### src/rtl/fpu_result_txq.sv
// Queues FPU results and streams each as an MSB-first byte frame; optional XOR checksum byte under FPU_TXQ_CHECKSUM_EN.
// Latency: first byte visible two edges after res_valid into an empty, idle queue; back-to-back frames have no bubble.
// Backpressure: byte outputs hold while byte_ack=0; results arriving while the queue stays full are dropped and set sticky overflow.

module fpu_txq_fifo #(
    parameter int W     = 32,
    parameter int DEPTH = 4,
    parameter int LVL_W = $clog2(DEPTH) + 1
) (
    input  logic             clk,
    input  logic             rst_n,
    input  logic             push_vld,
    input  logic [W-1:0]     push_dat,
    input  logic             pop_rdy,
    output logic [W-1:0]     head_dat,
    output logic             full,
    output logic             empty,
    output logic [LVL_W-1:0] level,
    output logic             drop
);
    localparam int PTR_W = $clog2(DEPTH);

    logic [W-1:0]     mem [DEPTH];
    logic [PTR_W-1:0] wr_ptr;
    logic [PTR_W-1:0] rd_ptr;
    logic [LVL_W-1:0] cnt;
    logic             pop_en;
    logic             push_en;

    assign full     = (cnt == LVL_W'(DEPTH));
    assign empty    = (cnt == '0);
    assign level    = cnt;
    assign head_dat = mem[rd_ptr];
    assign pop_en   = pop_rdy && !empty;
    // A pop on the same edge frees the slot the push needs.
    assign push_en  = push_vld && (!full || pop_en);
    assign drop     = push_vld && full && !pop_en;

    always_ff @(posedge clk or negedge rst_n) begin
        if (!rst_n) begin
            wr_ptr <= '0;
            rd_ptr <= '0;
            cnt    <= '0;
        end else begin
            if (push_en) wr_ptr <= wr_ptr + 1'b1;
            if (pop_en)  rd_ptr <= rd_ptr + 1'b1;
            case ({push_en, pop_en})
                2'b10:   cnt <= cnt + 1'b1;
                2'b01:   cnt <= cnt - 1'b1;
                default: cnt <= cnt;
            endcase
        end
    end

    always_ff @(posedge clk) begin
        if (push_en) mem[wr_ptr] <= push_dat;
    end
endmodule

module fpu_result_txq #(
    parameter int DEPTH = 4,
    parameter int LVL_W = $clog2(DEPTH) + 1
) (
    input  logic             clk,
    input  logic             rst_n,
    input  logic [31:0]      res_data,
    input  logic             res_valid,
    output logic [7:0]       byte_out,
    output logic             byte_valid,
    input  logic             byte_ack,
    output logic             frame_start,
    output logic             fifo_full,
    output logic [LVL_W-1:0] fifo_level,
    output logic             overflow
);
    localparam logic [1:0] ST_IDLE = 2'd0;
    localparam logic [1:0] ST_SEND = 2'd1;
`ifdef FPU_TXQ_CHECKSUM_EN
    localparam logic [1:0] ST_CSUM = 2'd2;
`endif

    logic [1:0]  state, state_n;
    logic [1:0]  idx, idx_n;
    logic [1:0]  idx_dec;
    logic [31:0] shift_word, shift_word_n;
    logic [7:0]  byte_out_n;
    logic        byte_valid_n;
    logic        frame_start_n;
    logic [31:0] head_dat;
    logic        fifo_empty;
    logic        fifo_drop;
    logic        last_ack;
    logic        load;

    fpu_txq_fifo #(
        .W     (32),
        .DEPTH (DEPTH),
        .LVL_W (LVL_W)
    ) u_fifo (
        .clk      (clk),
        .rst_n    (rst_n),
        .push_vld (res_valid),
        .push_dat (res_data),
        .pop_rdy  (load),
        .head_dat (head_dat),
        .full     (fifo_full),
        .empty    (fifo_empty),
        .level    (fifo_level),
        .drop     (fifo_drop)
    );

`ifdef FPU_TXQ_CHECKSUM_EN
    assign last_ack = (state == ST_CSUM) && byte_ack;
`else
    assign last_ack = (state == ST_SEND) && byte_ack && (idx == 2'd0);
`endif
    // Reloading on the final ack gives zero-bubble back-to-back frames.
    assign load    = !fifo_empty && ((state == ST_IDLE) || last_ack);
    assign idx_dec = idx - 2'd1;

    always_comb begin
        state_n       = state;
        idx_n         = idx;
        shift_word_n  = shift_word;
        byte_out_n    = byte_out;
        byte_valid_n  = byte_valid;
        frame_start_n = frame_start;
        if (load) begin
            state_n       = ST_SEND;
            idx_n         = 2'd3;
            shift_word_n  = head_dat;
            byte_out_n    = head_dat[31:24];
            byte_valid_n  = 1'b1;
            frame_start_n = 1'b1;
        end else if (last_ack) begin
            state_n       = ST_IDLE;
            byte_out_n    = 8'h00;
            byte_valid_n  = 1'b0;
            frame_start_n = 1'b0;
        end else if ((state == ST_SEND) && byte_ack) begin
            frame_start_n = 1'b0;
            if (idx != 2'd0) begin
                idx_n      = idx_dec;
                byte_out_n = shift_word[{idx_dec, 3'b000} +: 8];
            end
`ifdef FPU_TXQ_CHECKSUM_EN
            else begin
                state_n    = ST_CSUM;
                byte_out_n = shift_word[31:24] ^ shift_word[23:16]
                           ^ shift_word[15:8]  ^ shift_word[7:0];
            end
`endif
        end
    end

    always_ff @(posedge clk or negedge rst_n) begin
        if (!rst_n) begin
            state       <= ST_IDLE;
            idx         <= 2'd0;
            shift_word  <= 32'h0;
            byte_out    <= 8'h00;
            byte_valid  <= 1'b0;
            frame_start <= 1'b0;
            overflow    <= 1'b0;
        end else begin
            state       <= state_n;
            idx         <= idx_n;
            shift_word  <= shift_word_n;
            byte_out    <= byte_out_n;
            byte_valid  <= byte_valid_n;
            frame_start <= frame_start_n;
            if (fifo_drop) overflow <= 1'b1;
        end
    end
endmodule

### config.mk
export PLATFORM = sky130hd
export DESIGN_NAME = fpu_result_txq
export DESIGN_NICKNAME = d
export VERILOG_FILES = /design/src/rtl/fpu_result_txq.sv
export SDC_FILE = /design/constraint.sdc
export NUM_CORES = 1
export LEC_CHECK = 0
export CAP_MARGIN = 10
export CORE_MARGIN = 4
export CORE_UTILIZATION = 57
export CTS_BUF_LIST = sky130_fd_sc_hd__clkbuf_4 sky130_fd_sc_hd__clkbuf_8
export DETAILED_ROUTE_END_ITERATION = 8
export GPL_TIMING_DRIVEN = 0
export PLACE_DENSITY = 0.78
export SETUP_SLACK_MARGIN = 0.15
export SYNTH_ARGS = -nofsm -noshare
export SYNTH_HDL_FRONTEND = slang
export SYNTH_HIERARCHICAL = 1
export SYNTH_SLANG_ARGS = --single-unit
### constraint.sdc
create_clock -name clk -period 7.1 [get_ports clk]
set_input_delay 1.42 -clock clk [delete_from_list [all_inputs] [get_ports clk]]
set_output_delay 1.42 -clock clk [all_outputs]
set_load 0.02 [all_outputs]
==> results.sh, run 1 <==
export IMPL_top_level_ports=51
export IMPL_ys_ff_latch=180
export IMPL_path_clk_slew_ns=0.08
export IMPL_cp_required_ns=7.48
export IMPL_avgSynthCellArea_um2=20.9
export IMPL_netlist_instances=340
export IMPL_crit_top_cell="xor2_1"
export IMPL_power_density_nw_per_um2=408
export IMPL_nFillCells=829
export IMPL_max_vdd_ir_drop_mv=0.210
export IMPL_dp_cells=563
export IMPL_start_util=0.586
export IMPL_tightest_slew_ns=0.819
export IMPL_hold_viol=0
export IMPL_drtIter0Drc=266
export IMPL_ys_flop_type="edfxtp_1"
export IMPL_finalPower_uw=3390
export IMPL_p_int_uw=2400
export IMPL_synth_top_area_share=0.542
export IMPL_die_w_um=120
export IMPL_ys_async_sr_fraction=0.289
export IMPL_drive_above_1_share=0.288
export IMPL_grt_total_usage=0.190
export IMPL_outcome="completed"
export IMPL_routedWlPerCell_um=20.7
export IMPL_syn_area_um2=7090
export IMPL_slew_violations=0
export IMPL_rows=40
export IMPL_cts_setup_buffers=0
export IMPL_cp_end_kind="register"
export IMPL_cp_cell_sequence="clkdlybuf4s50_1 -> nand2_1 -> a21oi_2 -> buf_2 -> o31a_1 -> ha_1 -> inv_1 -> fa_1 -> xor2_1 -> nor2_1 -> xor2_1"
export IMPL_ant_nets=0
export IMPL_crit_arrival_ns=4.23
export IMPL_hold_path_startpoint="overflow"
export IMPL_skew_ns=0.0122
export IMPL_seq_area_um2=5140
export IMPL_yosys_top_cells_area="edfxtp_1 54%, dfrtp_1 18%, mux4_2 12%"
export IMPL_timing_rr_start="u_fifo/level[0]"
export IMPL_postRouteWirelength_um=12300
export IMPL_synthesis_nets=383
export IMPL_route_detailed_drc=0
export IMPL_clock_path_buffers=2
export IMPL_max_stage_delay_ns=0.61
export IMPL_syn_to_final_growth_pct=17.1
export IMPL_timing_final_crit_share=0.543
export IMPL_insertion_delay_ns=0.45
export IMPL_num_vias=3390
export IMPL_dieHeight_um=120
export IMPL_worstSetupStartpointType="input port"
export IMPL_ys_types=39
export IMPL_power_leakage_uw=0.00297
export IMPL_grt_pass1_vias=3556
export IMPL_synth_edf_count=128
export IMPL_cts_htree_levels=4
export IMPL_critical_path_class="input port to register"
export IMPL_p_sw_frac=0.291
export IMPL_dr_pass1_iters=4
export IMPL_post_cts_resized=0
export IMPL_routabilityCongestion=0.729
export IMPL_holdBufCountCts=0
export IMPL_finalCriticalPeriod_ns=3.86
export IMPL_fin_nets=457
export IMPL_synth_top_area_cell="edfxtp_1"
export IMPL_die_area_um2=14300
export IMPL_port_buffers=50
export IMPL_max_slew_margin=0.450
export IMPL_grt_antenna_before_repair=0
export IMPL_slowest_stage="clkdlybuf4s50_1"
export IMPL_routed_via_density=5.70
export IMPL_hold_class="register to register"
export IMPL_pwr_share_comb=0.333
export IMPL_highest_layer="met4"
export IMPL_cp_max_fo=11
export IMPL_hpwl_um=8230
export IMPL_power_frac_seq=0.463
export IMPL_startpoint="byte_ack"
export IMPL_max_cap_violations=0
export IMPL_fmax_mhz=259
export IMPL_diodes=0
export IMPL_numCtsBuffers=17
export IMPL_overflow=0
export IMPL_cts_root_buffer="clkbuf_8"
export IMPL_grt_max_degree=43
export IMPL_p_sw_uw=985
export IMPL_wl_met3_um=529
export IMPL_reg2reg_setup_slack_ns=3.92
export IMPL_rsz0062_at_grt="false"
export IMPL_whs_ns=0.473
export IMPL_yosysWarnings=6
export IMPL_wl_met2_um=6390
export IMPL_grt_pass1_wl_um=19700
export IMPL_final_instance_count_excl_fill=595
export IMPL_placeableCoreArea_um2=12100
export IMPL_p_clk_frac=0.204
export IMPL_cts_sinks=180
export IMPL_multiInputGateArea_um2=1810
export IMPL_synth_seq_area_share=0.725
export IMPL_tns_ns=0
export IMPL_cts_tree="yes"
export IMPL_finalSetupViolCount=0
export IMPL_wl_met1_um=5180
==> synth_stat cells, types with 4 or more instances <==
cell type,instances
a221o_1,7
and2_1,12
buf_2,5
buf_6,5
dfrtp_1,52
edfxtp_1,128
ha_1,6
inv_1,9
mux2_1,4
mux2_2,28
mux2i_1,4
mux4_2,38
nand2_1,5
==> sequential cells by signal, indices dropped and copies added, names as in the netlist <==
register,count
shift_word,32
byte_valid,1
byte_out,8
u_fifo/level,3
u_fifo/mem,128
u_fifo/rd_ptr,2
u_fifo/wr_ptr,2
idx,2
frame_start,1
overflow,1
==> path summary, 6_finish.rpt <==
check | endpoint | depth (start not counted)
setup / recovery | u_fifo/level[2] | 11
hold / removal | overflow | 1
setup reg to reg | u_fifo/level[2] | 12
hold reg to reg | overflow | 1
max in group asynchronous | shift_word[10] | 2
min in group asynchronous | overflow | 1
==> stage by stage <==
stage | util | setup slack (ns) | instance area, µm²
floorplan | - | 3.61 | 7090
global placement | 0.644 | 2.06 | 7800
detailed placement | 0.653 | 2.78 | 7900
CTS | 0.686 | 3.27 | 8300
global route | 0.686 | 3.09 | 8300
finish | 0.686 | 3.24 | 8300
==> metal layers <==
metal	global-route usage	vias to the layer above
li1	-	1503
met5	0	-
met4	0.0694	0
met2	0.305	78
met1	0.252	1789
met3	0.0528	20
==> cells in the final DEF, fill, tap and decap left out, drive strengths merged <==
cell	synthesis	final
edfxtp	128	128
dfrtp	52	52
clkdlybuf4s50	0	49
mux4	40	40
mux2	33	33
clkbuf	2	23
buf	13	19
and2	12	12
inv	9	9
a221o	7	7
ha	6	6
clkinv	0	6
nand2	5	5
mux2i	4	4
nand2b	3	3
bufinv	0	3
xnor2	3	3
xor2	3	3
a2bb2oi	2	2
clkinvlp	0	2
a21oi	2	2
o21ai	2	2
a31oi	1	1
nor3b	1	1
a211o	1	1
and3b	1	1
or2	1	1
o22ai	1	1
a21o	1	1
and3	1	1
nor3	1	1
o31a	1	1
nor4b	1	1
nor2b	1	1
nor2	1	1
fa	1	1
==> cells by family after synthesis <==
group | after synthesis | synth area share
mux | 77 | 0.187
compound gates | 18 | 0.0210
flops | 180 | 0.725
simple gates | 28 | 0.0258
buf+inv | 24 | 0.0205
xor+xnor | 6 | 0.00741
fa+ha+maj | 7 | 0.0134
==> critical path, delay by kind of cell <==
kind            cells  cell delay, ns
xor+xnor            2            0.30
buf+inv             3            1.02
fa+ha+maj           2            0.61
simple gates        2            0.27
compound gates      2            0.61
==> layout make-up <==
type,instances,area share
buffer,15,0.0134
multi-input combinational,136,0.218
clock inverter,11,0.0163
timing repair buffer,55,0.0717
inverter,9,0.00407
sequential,180,0.620
tap,168,0.0253
clock buffer,21,0.0318
==> power groups by stage <==
stage / combinational [µW] / sequential (µW) / clock (µW)
after global routing: 1220 / 1600 / 751
after global placement: 1090 / 1580 / 0
final: 1130 / 1570 / 691
after floorplan: 760 / 1590 / 0
after CTS: 1150 / 1570 / 708
after detailed placement: 1140 / 1590 / 0
(Power assumes the default switching activity.)
==> run 2, diff against run 1 <==
- CORE_UTILIZATION: 57 -> 55
- clock period: 7.1 -> 3.2 ns (I/O delays scaled with it)
==> run 2 against run 1 <==
Compared with the run above: sequential share of layout area down 0.40 points; routed wire length up 2.5%; cell count up 1.2%; combinational power up 120%; largest cell class unchanged; die area up 3.4%; utilization down 2.3 points; total power up 120%; design area up 0.65%; clock power up 130%; critical path depth up 4.
==> results.sh, run 2 (synthesized netlist as in run 1, its figures left out) <==
export IMPL_port_buffers=50
export IMPL_path_clk_slew_ns=0.08
export IMPL_finalCriticalPeriod_ns=2.84
export IMPL_postRouteWirelength_um=12600
export IMPL_top_level_ports=51
export IMPL_reg2reg_depth=15
export IMPL_power_density_nw_per_um2=911
export IMPL_hpwl_um=8260
export IMPL_max_stage_delay_ns=0.41
export IMPL_die_area_um2=14800
export IMPL_hold_viol=0
export IMPL_skew_ns=0.0133
export IMPL_layout_common_cells="128 x edfxtp_1, 52 x dfrtp_1, 49 x clkdlybuf4s50_1, 38 x mux4_2, 28 x mux2_2"
export IMPL_slew_violations=0
export IMPL_critical_path_class="register to register"
export IMPL_worstSetupStartpointType="register"
export IMPL_cp_max_fo=11
export IMPL_final_common_cell="edfxtp_1"
export IMPL_wl_met3_um=608
export IMPL_clock_path_buffers=2
export IMPL_max_cap_violations=0
export IMPL_top_regs="u_fifo/mem: 128 flops, shift_word: 32 flops, byte_out: 8 flops"
export IMPL_start_util=0.562
export IMPL_numCtsBuffers=17
export IMPL_cp_cell_sequence="buf_12 -> inv_1 -> ha_1 -> nand2_2 -> a21oi_2 -> buf_6 -> nor4b_4 -> nor2b_4 -> inv_1 -> ha_1 -> inv_1 -> fa_1 -> xor2_1 -> nor2_1 -> xor2_1"
export IMPL_grt_pass1_wl_um=19900
export IMPL_drive_above_1_share=0.302
export IMPL_regMostFlops="u_fifo/mem"
export IMPL_diodes=0
export IMPL_cts_htree_levels=4
export IMPL_insertion_delay_ns=0.44
export IMPL_r2r_end="u_fifo/level[2]"
export IMPL_die_w_um=122
export IMPL_post_route_util=0.662
export IMPL_placeableCoreArea_um2=12600
export IMPL_wl_met1_um=5280
export IMPL_hold_class="input port to async pin"
export IMPL_outcome="completed"
export IMPL_crit_arrival_ns=3.19
export IMPL_holdBufCountCts=0
export IMPL_grt_pass1_vias=3594
export IMPL_power_leakage_uw=0.00301
export IMPL_grt_total_usage=0.186
export IMPL_overflow=0
export IMPL_timing_final_crit_share=0.887
export IMPL_drtIter0Drc=217
export IMPL_cp_end_kind="register"
export IMPL_routabilityCongestion=0.789
export IMPL_cts_root_buffer="clkbuf_8"
export IMPL_syn_to_final_growth_pct=17.8
export IMPL_grt_max_degree=38
export IMPL_finalSetupViolCount=0
export IMPL_max_vdd_ir_drop_mv=0.488
export IMPL_routed_via_density=5.62
export IMPL_rows=41
export IMPL_reg2reg_setup_slack_ns=0.36
export IMPL_cts_sinks=180
export IMPL_slowest_stage="dfrtp_1"
export IMPL_setup_ws_ns=0.362
export IMPL_cp_required_ns=3.56
export IMPL_crit_top_cell="inv_1"
export IMPL_rsz0062_at_grt="false"
export IMPL_tns_ns=0
export IMPL_ant_nets=0
export IMPL_cts_tree="yes"
export IMPL_dr_pass1_iters=4
export IMPL_highest_layer="met4"
export IMPL_route_detailed_drc=0
export IMPL_grt_antenna_before_repair=0
export IMPL_tightest_slew_ns=0.785
export IMPL_nFillCells=869
export IMPL_routedWlPerCell_um=21.0
export IMPL_place_ws_ns=-0.490
export IMPL_fmax_mhz=352
export IMPL_max_slew_margin=0.473
export IMPL_wl_met2_um=6650
export IMPL_dieHeight_um=122
export IMPL_timing_rr_start="idx[0]"
export IMPL_largest_reg_flops=128
export IMPL_fin_nets=460
export IMPL_num_vias=3383
-- run 2: metal layers --
metal / global-route usage / up-vias
li1: - / 1505
met1: 0.254 / 1782
met2: 0.305 / 86
met3: 0.0483 / 10
met4: 0.0476 / 0
met5: 0 / -
-- run 2: worst max path at each step --
stage          startpoint                 to  slack, ns  cells after the start
2_1_floorplan      idx[0]   u_fifo/mem[0][0]       0.34                      9
3_3_place_gp     byte_ack  u_fifo/mem[2][14]      -1.07                      7
3_5_place_dp     byte_ack  u_fifo/mem[1][16]      -0.49                      7
4_1_cts            idx[0]    u_fifo/level[2]       0.20                     13
5_1_grt            idx[0]    u_fifo/level[2]       0.16                     15
6_report           idx[0]    u_fifo/level[2]       0.36                     15
-- run 2: per-stage QoR --
| stage | total power, µW | instance area (µm²) | hold WS, ns | instances |
|---|---|---|---|---|
| after CTS | 7630 | 8290 | 0.106 | 597 |
| after global routing | 8000 | 8360 | 0.118 | 602 |
| after floorplan | 5210 | 7090 | 0.344 | 340 |
| final | 7610 | 8360 | 0.125 | 602 |
| after detailed placement | 6070 | 7870 | 0.466 | 565 |
| after global placement | 5910 | 7810 | 0.453 | 562 |
-- run 2: report_power, final --
part	leakage, µW	switching [µW]	internal, µW
Clock	0.000215	725	835
Combinational	0.00100	1180	1360
Sequential	0.00179	312	3190
-- run 2: cell type report --
type	instances	area (µm²)	share of cell area
Sequential cell	180	5140	0.616
Multi-Input combinational cell	136	1830	0.219
Timing Repair Buffer	58	593	0.0710
Clock buffer	22	284	0.0340
Tap cell	172	215	0.0258
Clock inverter	10	130	0.0156
Buffer	15	126	0.0151
Inverter	9	33.8	0.00404
-- run 2: what timing repair did --
item,in CTS,in global routing
resized for setup,4,6
buffers inserted,0,5
pin swaps,0,1
endpoints found under the setup margin,65,48
gates cloned,0,0
-- run 2: critical path, delay by kind of cell, from the launching register on --
family	cells	cell delay [ns]
DFF	1	0.41
xor gates and xnor gates	2	0.31
adders and majority gates	3	0.79
and+or+nand+nor	4	0.67
buffers and inverters	5	0.48
AOI/OAI and AO/OA	1	0.11
==> patch (settings of run 2) <==
Take the reset off `shift_word` and `byte_out` and load them in a clocked block of their own.
--- a/src/rtl/fpu_result_txq.sv
+++ b/src/rtl/fpu_result_txq.sv
@@ -158,6 +158,4 @@
             state       <= ST_IDLE;
             idx         <= 2'd0;
-            shift_word  <= 32'h0;
-            byte_out    <= 8'h00;
             byte_valid  <= 1'b0;
             frame_start <= 1'b0;
@@ -166,6 +164,4 @@
             state       <= state_n;
             idx         <= idx_n;
-            shift_word  <= shift_word_n;
-            byte_out    <= byte_out_n;
             byte_valid  <= byte_valid_n;
             frame_start <= frame_start_n;
@@ -173,4 +169,9 @@
         end
     end
+
+    always_ff @(posedge clk) begin
+        shift_word <= shift_word_n;
+        byte_out   <= byte_out_n;
+    end
 endmodule
 
Check against the original RTL: differs if rst_n is asserted again (counterexample within 4 cycles, from zero or initial values and one cycle with rst_n low); with rst_n held inactive, the same outputs for 10 cycles.
==> patch against run 2 <==
- design area fell by 4.1%
- sequential cell count did not move
- non-clock buffer count fell by 6
- core utilization rose by 0.20 points
- first-iteration DRC count rose by 2.8%
- worst setup slack got worse by 76 ps
- total power fell by 6.7%
- combinational power fell by 13%
- area after synthesis fell by 3.9%
- hold slack improved by 340 ps
- wire length fell by 8.1%
==> patch: results (changes against run 2) <==
Worst setup path
  • Data arrival time of the critical path: 3300 ps (was 3190 ps)
  • Crit Path Max Fanout: 21 (was 11)
  • Critical Path Slowest Stage Cell: dfrtp_2 (was dfrtp_1)
  • R2r setup slk: 290 ps (was 360 ps)

Global route
  • First-pass GRT wire length: 18500 µm (was 19900 µm)
  • Largest net degree at the start of global routing: 33 (was 38)
  • Vias in the first global route: 3287 (was 3594)

Logic synthesis
  • Post-synth EDFFs: 168 (was 128)
  • Async set-or-reset flop fraction in the synthesized netlist: 6.67% (was 28.9%)
  • Largest cells by area after synthesis: edfxtp_1 74%, mux4_2 13%, dfrtp_1 4.4%, ha_1 1.1%, a22o_1 1.0% (was edfxtp_1 54%, dfrtp_1 18%, mux4_2 12%, mux2_2 4.4%, and2_1 1.1%)
  • Cell variety after synth: 31 (was 39)
  • Synth top cells by count: 168 x edfxtp_1, 38 x mux4_2, 12 x dfrtp_1 (was 128 x edfxtp_1, 52 x dfrtp_1, 38 x mux4_2)
  • Syn avg cell area: 23.2 µm² (was 20.9 µm²)

Detailed routing
  • Final WL: 11600 µm (was 12600 µm)
  • Initial DRC count: 223 (was 217)
  • DR WL/cell: 21.2 µm (was 21.0 µm)

Power
  • Leak: 2.70 nW (was 3.01 nW)
  • Max IR drop VDD: 0.361 mV (was 0.488 mV)

Layout
  • Layout cells sized above 1: 24.7% (was 30.2%)
  • FILL cells: 765 (was 869)
  • Post-layout nets: 412 (was 460)

Place
  • DPL Wire Length: 6760 µm (was 8260 µm)
  • Gpl congestion: 0.738 (was 0.789)

Min path
  • Worst Hold Class: register to register (was primary input to asynchronous set/reset pin)

Outcome
  • Status: finished clean (unchanged)

Timing
  • Hold WS: 468 ps (was 125 ps)
  • Setup Skew: 11.5 ps (was 13.3 ps)
  • Slew Limit Headroom: 30.0% (was 47.3%)
[patch: cell families after synthesis]
| logic type | synth area share, % |
|---|---|
| flip-flops | 78.4 |
| multiplexers | 13.8 |
| buffers and inverters | 1.84 |
| AND/OR/NAND/NOR | 1.82 |
| AO/OA/AOI/OAI | 1.95 |
| adder cells (fa/ha/maj) | 1.39 |
| XOR/XNOR | 0.771 |
[patch: area by class of cell]
class,count,area [µm²],share of cell area [%]
repair buffers,56,571,7.12
flip-flops and latches,180,5350,66.7
clock inverters,11,113,1.41
well taps,168,210,2.62
plain buffers,11,103,1.28
multi-input cells,92,1370,17.1
inverters,11,41.3,0.515
clock buffers,20,256,3.20
[patch: where the power goes]
group          switching (mW)  leakage, nW  total (mW)  internal (mW)
clock                   0.730        0.191        1.44          0.705
combinational            1.11        0.830        2.22           1.11
sequential              0.186         1.68        3.45           3.26
total                    2.03         2.70        7.10           5.08
[patch: routing by layer]
metal	track usage [%]	wire length, µm	up-vias	share of wire, %
met5	0	0	-	0
li1	-	-	1361	-
met3	4.56	668	18	5.8
met4	7.59	242	0	2.1
met1	23.6	4910	1566	42
met2	28.3	5800	96	50
[patch: worst min path at each step]
stage                         from     endpoint
final                     overflow     overflow
after CTS                 overflow     overflow
after global routing      overflow     overflow
after floorplan              rst_n  frame_start
after detailed placement  overflow     overflow
after global placement    overflow     overflow
[patch: per-stage QoR]
stage / area (µm²) / setup WS, ps
3_3_place_gp: 7530 / -648
6_report: 8010 / 286
4_1_cts: 7990 / 173
2_1_floorplan: 6820 / 203
3_5_place_dp: 7530 / -762
5_1_grt: 8010 / 167
[patch: worst reg2reg max path, stage by stage (launching register included)]
cell     delay [ps]
dfrtp_2         400
buf_8           110
inv_1            40
ha_2            200
a21bo_1         210
and2_2          240
buf_12          180
nor4b_4         290
nor2b_4          80
inv_1            60
ha_1            170
inv_1            60
fa_1            380
xor2_1          150
nor2_1          130
xor2_1          150
[patch: timing repair]
item	in CTS	in global routing
setup buffers	2	3
resized for setup	13	1
cloned	1	0
hold buffers	0	0
pin swaps	1	2
setup endpoints to repair	131	1
endpoints found under the hold margin	0	0
